$ cat src/rtl/mult_seq_ctrl.sv
// Operand-entry sequencer with a serial shift-add multiplier for the board multiplier.
// Latency: the product is valid and done=1 exactly WIDTH edges after the edge that accepts operand B.
// Backpressure: none. Button pulses are consumed when legal, btn_next in S_RUN is dropped, and btn_clr always wins.
//
// Ports:
//   clk       system clock, rising edge
//   rst       asynchronous active-low reset
//   btn_next  one-cycle pulse: capture A, capture B and start, or leave S_DONE
//   btn_clr   one-cycle pulse: abort to operand-A entry and zero the product
//   sw        operand switches, sampled only when btn_next is accepted
//   product   registered 2*WIDTH-bit result, held until the next completion or clear
//   busy      high while the multiply runs
//   done      high while the result is being shown
//   phase     state code for the LEDs: 0 A-entry, 1 B-entry, 2 run, 3 done
module mult_seq_ctrl #(
   parameter int WIDTH = 8
) (
   input  logic               clk,
   input  logic               rst,
   input  logic               btn_next,
   input  logic               btn_clr,
   input  logic [WIDTH-1:0]   sw,
   output logic [2*WIDTH-1:0] product,
   output logic               busy,
   output logic               done,
   output logic [1:0]         phase
);

   localparam int CW = (WIDTH > 1) ? $clog2(WIDTH) : 1;
   localparam logic [CW-1:0] LAST = CW'(WIDTH - 1);

   typedef enum logic [1:0] {
      S_A    = 2'd0,
      S_B    = 2'd1,
      S_RUN  = 2'd2,
      S_DONE = 2'd3
   } state_t;

   state_t             state_q, state_d;
   logic [WIDTH-1:0]   a_q, a_d;
   logic [WIDTH-1:0]   b_q, b_d;
   logic [2*WIDTH-1:0] mcand_q, mcand_d;
   logic [2*WIDTH-1:0] acc_q, acc_d;
   logic [2*WIDTH-1:0] product_q, product_d;
   logic [CW-1:0]      count_q, count_d;
   logic               busy_q, done_q;
   logic [2*WIDTH-1:0] sum;

   // The accumulator value after this cycle's iteration. On the last
   // iteration it becomes the product directly, which saves one cycle.
   assign sum = acc_q + (b_q[0] ? mcand_q : '0);

   always_comb begin
      state_d   = state_q;
      a_d       = a_q;
      b_d       = b_q;
      mcand_d   = mcand_q;
      acc_d     = acc_q;
      product_d = product_q;
      count_d   = count_q;

      if (btn_clr) begin
         // Clear takes priority, so a btn_next in the same cycle captures nothing.
         state_d   = S_A;
         product_d = '0;
         count_d   = '0;
      end else begin
         unique case (state_q)
            S_A: begin
               if (btn_next) begin
                  a_d     = sw;
                  state_d = S_B;
               end
            end
            S_B: begin
               if (btn_next) begin
                  mcand_d = {{WIDTH{1'b0}}, a_q};
                  b_d     = sw;
                  acc_d   = '0;
                  count_d = '0;
                  state_d = S_RUN;
               end
            end
            S_RUN: begin
               // Fixed WIDTH iterations with no early exit, so latency does not depend on the operands.
               acc_d   = sum;
               mcand_d = mcand_q << 1;
               b_d     = b_q >> 1;
               count_d = count_q + 1'b1;
               if (count_q == LAST) begin
                  product_d = sum;
                  state_d   = S_DONE;
               end
            end
            S_DONE: begin
               // Product is held so the display keeps the last result during new entry.
               if (btn_next) state_d = S_A;
            end
            default: state_d = S_A;
         endcase
      end
   end

   always_ff @(posedge clk or negedge rst) begin
      if (!rst) begin
         state_q   <= S_A;
         a_q       <= '0;
         b_q       <= '0;
         mcand_q   <= '0;
         acc_q     <= '0;
         product_q <= '0;
         count_q   <= '0;
         busy_q    <= 1'b0;
         done_q    <= 1'b0;
      end else begin
         state_q   <= state_d;
         a_q       <= a_d;
         b_q       <= b_d;
         mcand_q   <= mcand_d;
         acc_q     <= acc_d;
         product_q <= product_d;
         count_q   <= count_d;
         // Status flags are registered from the next state, so they are
         // cycle-aligned with state_q and cannot both be high.
         busy_q    <= (state_d == S_RUN);
         done_q    <= (state_d == S_DONE);
      end
   end

   assign product = product_q;
   assign busy    = busy_q;
   assign done    = done_q;
   assign phase   = state_q;

endmodule
$ cat config.mk
export PLATFORM = sky130hd
export DESIGN_NAME = mult_seq_ctrl
export DESIGN_NICKNAME = d
export VERILOG_FILES = /design/src/rtl/mult_seq_ctrl.sv
export SDC_FILE = /design/constraint.sdc
export NUM_CORES = 1
export LEC_CHECK = 0
export ABC_AREA = 0
export CAP_MARGIN = 20
export CORE_AREA = 3 3 99 101
export DETAILED_ROUTE_END_ITERATION = 6
export DIE_AREA = 0 0 102 104
export HOLD_SLACK_MARGIN = 0.12
export SLEW_MARGIN = 20
export SYNTH_ARGS = -nofsm -noshare
export SYNTH_HDL_FRONTEND = slang
export SYNTH_SLANG_ARGS = --single-unit
$ cat constraint.sdc
create_clock -name clk -period 3 [get_ports clk]
set_clock_uncertainty 0.1 [all_clocks]
set_input_delay 0.45 -clock clk [delete_from_list [all_inputs] [get_ports clk]]
set_output_delay 0.45 -clock clk [all_outputs]
set_load 0.01 [all_outputs]
Yosys cells after proc, flatten, opt, wreduce, memory -nomap -nowiden
Index checks and enable logic that the tools add are counted.
{"block": "classes", "addsub": 2, "multipliers": 0, "n_div": 0, "n_lt_le_gt_ge": 0, "eq_ne": 8, "shifts": 0, "n_mux": 19, "bitwise": 1, "n_reduce_logical": 9}
{"operator": "$mux W16", "n": 6}
{"operator": "$pmux W16 S2", "n": 2}
{"operator": "$add A16 B16 Y16", "n": 1}
{"operator": "$pmux W8 S2", "n": 1}
{"operator": "$mux W2", "n": 5}
{"operator": "$eq A2 B2 Y1 const B", "n": 4}
{"operator": "$mux W8", "n": 1}
{"operator": "$pmux W2 S4", "n": 1}
{"operator": "$mux W3", "n": 2}
{"operator": "$pmux W3 S2", "n": 1}
{"operator": "$reduce_and A3 Y1", "n": 2}
{"operator": "$reduce_bool A2 Y1", "n": 3}
{"operator": "$reduce_and A2 Y1", "n": 2}
{"operator": "$add A3 B1 Y3 const B", "n": 1}
{"operator": "$eq A3 B3 Y1 const B", "n": 1}
{"operator": "$ne A3 B3 Y1 const B", "n": 1}
{"operator": "$reduce_bool A3 Y1", "n": 1}
{"operator": "$eq A2 B1 Y1 const B", "n": 1}
{"operator": "$logic_not A2 Y1", "n": 1}
{"operator": "$ne A2 B2 Y1 const B", "n": 1}
{"operator": "$not A1 Y1", "n": 1}
{"block": "totals", "regBits": 71, "latch_bits": 0, "ram_bits": 0, "rom_bits": 0, "in_bits": 12, "output_inout_bits": 20, "word_cells": 48, "memories": 0}

Longest topological paths before layout
{"block": "depth", "depth_word": 5, "mapped_depth": 11, "depth_no_buf": 10}

Least setup slack after synthesis
No wires, ideal clock.
{"block": "synth_timing", "kind": "flip-flop to flip-flop", "startpoint": "reg b_q[0]", "endpoint": "reg product_q[8] (netlist: product[8])", "setup_time_ps": 121, "arrival_time_ps": 2179, "t_required_ps": 2779, "path_slack_ps": 600, "path_stages_with_launch": 12, "n_path_buf": 1, "synth_period_minus_slack_ps": 2400, "path_cell_list": "dfrtp_1 > clkbuf_1 > and2_1 > ha_1 > inv_1 > fa_1 > nor2b_1 > o21bai_1 > a21oi_1 > nor2_1 > xnor2_1 > a22o_1"}
{"block": "synth_between", "elab_chain_cells": 5}
{"item": "start: declaration", "line": "41", "rtl": "logic [WIDTH-1:0] b_q, b_d;"}
{"item": "start signal: assignment", "line": "108", "rtl": "b_q <= '0;"}
{"item": "start signal: assignment", "line": "118", "rtl": "b_q <= b_d;"}
{"item": "$mux W16", "line": "51", "rtl": "assign sum = acc_q + (b_q[0] ? mcand_q : '0);"}
{"item": "$add A16 B16 Y16", "line": "51"}
{"item": "$mux W16", "line": "90", "rtl": "if (count_q == LAST) begin"}
{"item": "$mux W16", "line": "68", "rtl": "unique case (state_q)"}
{"item": "$mux W16", "line": "62", "rtl": "if (btn_clr) begin"}
{"item": "end signal: assignment", "line": "121", "rtl": "product_q <= product_d;"}
{"item": "end: declaration", "line": "44", "rtl": "logic [2*WIDTH-1:0] product_q, product_d;"}
Every way passes these cells. The select of a mux whose other input is x is not followed.
A chain may end at the register's enable or synchronous reset.

Final worst setup path
{"block": "layout_timing", "startpoint": "reg b_q[0]", "endpoint": "reg product_q[13] (netlist: product[13])"}
Same word-level chain as after synthesis.

==> run summary <==
Run status -> finished, final reports clean
Peak Freq -> 373.9 MHz
Final WL -> 7852 um
Length of routed met3 wiring -> 254 um
Die Y -> 104 um
DP Worst Slack -> 330.0 ps
Largest net degree at the start of global routing -> 33
Crit path required time -> 3140 ps
Syn. warnings -> 0
Worst R2R Path Depth -> 8
Hold Vio Cnt, Final -> 0
Post-layout nets -> 421
Area leader, netlist -> dfrtp_1
Syn Area/Cell -> 10.06 sq um
DRT iter0 DRCs -> 95
Clock transition at path regs -> 70 ps
Vias -> 2715
Worst vdd ir -> 0.3165 mV
Post-Syn Nets -> 388
Placer congestion estimate -> 0.8054
Initial antenna violation count -> 0
PD cells -> 773.8 mW/mm^2
Slew margin rel. -> 41.82%
Cell count after synthesis -> 358
Area added between synthesis and finish -> 17.68%
Post-synth EDFFs -> 0
Min-delay worst type -> reg -> reg
Setup TNS Final -> 0 ps
Later-pin clock latency in the skew report -> 350 ps
Chip width -> 102 um
Row cnt -> 35
CP Capture Type -> register
Final Critical Period -> 2674 ps
PortBufs -> 31
CP Max Fanout -> 17
Clock Tree Buf Depth -> 2
Drt pass-1 iters -> 4
Main flop type after synthesis -> dfrtp_1
Total power draw -> 3.280 mW
Final HPWL DP -> 5618 um
Ys async rst share -> 100.0%
Number of global-route vias before repair -> 2680
Fin crit share -> 89.15%
Core Area -> 0.009109 sq mm
Flops & latches, synth -> 71
Top routing layer used -> met4
Area of placed instances -> 0.004036 sq mm
CTS sink cnt -> 71
Netlist cell types -> 38
DIE AREA -> 0.01061 sq mm
Num CTS Buffers -> 9
Hold WS -> 383.2 ps
Most frequent cell after synthesis -> dfrtp_1
Worst Tran Pin Value -> 872.7 ps
H-Tree Depth -> 3
Hold depth -> 2
Overflow after GRT -> 0
Diode count -> 0
Crit path launch type -> register
Root buffer cell -> clkbuf_8
DRC -> 0
GRT Overall Usage -> 15.70%
Share of the synthesized area in the top cell type -> 49.32%
Static Leak -> 2.007 nW
RSZ-0062 raised after global routing -> no
Wire length on met2 -> 3968 um
Fin area -> 0.004239 sq mm
Initial core utilization -> 39.55%
# setup viols final -> 0
Pins Over Slew Limit -> 0
Sequential share of the synthesized area -> 49.32%
Setup CP Type -> reg -> reg
Worst path arrival time -> 2810 ps
Max-cap violations -> 0
Wire length of the first global-routing pass -> 13230 um
Share of layout cells above drive strength 1 -> 10.35%
WL met1 -> 3547 um
Post-route setup slack -> 325.5 ps
Synth area leaders -> dfrtp_1, nand2_1, a22o_1, ha_1, nor2_1
CTS tree -> done
Routed vias/inst -> 5.355
Post-route antenna net violation count -> 0
Avg WL per Cell -> 15.49 um
# IOs -> 32
Mapped Area -> 0.003602 sq mm
Synth cell count leaders -> dfrtp_1, nand2_1, nor2_1, a22o_1, ha_1
-- path summary, 6_finish.rpt --
check / end / start / slack, ps
worst max register to register: product[13] / b_q[0] / 330
worst max-delay path: product[13] / b_q[0] / 330
worst min register to register: product[12] / product[12] / 380
max in group asynchronous: acc_q[12] / rst / 1600
worst min-delay path: product[12] / product[12] / 380
min in group asynchronous: product[12] / rst / 450
-- layout make-up --
class	count	area (sq um)
fill	900	4870
sequential	71	1777
tap	111	138.9
inverter	5	18.77
clock inverter	4	45.04
clock buffer	12	145.1
multi-input combinational	265	1747
timing repair buffer	39	367.9
-- per-stage QoR --
stage	util [%]	std cells
floorplan	-	358
global placement	44.31	490
detailed placement	44.31	490
CTS	46.51	507
global route	46.54	507
finish	46.54	507
-- cells in the final DEF (no fill, tap or decap), types with 7 or more instances in the layout --
cell              n
a21oi_1          12
a22o_1           26
a31oi_1          15
and2_1           16
buf_4             7
clkbuf_8         10
clkdlybuf4s50_1  30
dfrtp_1          71
ha_1             17
mux2_2            8
nand2_1          62
nor2_1           28
o21ai_0          16
xor2_1            8
-- power breakdown --
group	leakage (nW)	internal [mW]	switching (mW)
Sequential	0.913	1.19	0.173
Clock	0.100	0.403	0.362
Combinational	0.994	0.538	0.614
Total	2.01	2.13	1.15
-- kinds of logic after synthesis --
family                     share of synthesized area (%)
AOI/OAI and AO/OA                                  20.18
xor gates and xnor gates                           3.404
adders and majority gates                          6.460
buffers and inverters                              2.362
DFF                                                49.32
muxes                                              2.501
and+or+nand+nor                                    15.77
-- worst max-delay path: stages, from the launching register on --
cell and delay (ps):
dfrtp_1 530, and2_1 210, ha_1 360, nand2_1 130
a2111oi_4 370, nor2_2 130, o311ai_1 370, xor2_1 140
a22o_1 220
-- layer usage --
layer	GRT usage, %	vias to the layer above
met2	25.63	35
met1	20.56	1344
met5	0	-
met4	3.936	0
met3	4.158	9
li1	-	1327
-- registers in the layout (all words and copies together), names as in the netlist --
name     count
b_q          8
phase        2
product     16
done         1
busy         1
mcand_q     16
a_q          8
acc_q       16
count_q      3
-- repair_timing --
item                                   CTS  global route
endpoints found under the hold margin   14             0
setup buffers                            0             0
resized for setup                        0             0
setup endpoints to repair                0             0
hold buffers                             1             0
No activity file was read; power rests on OpenSTA's default activity.
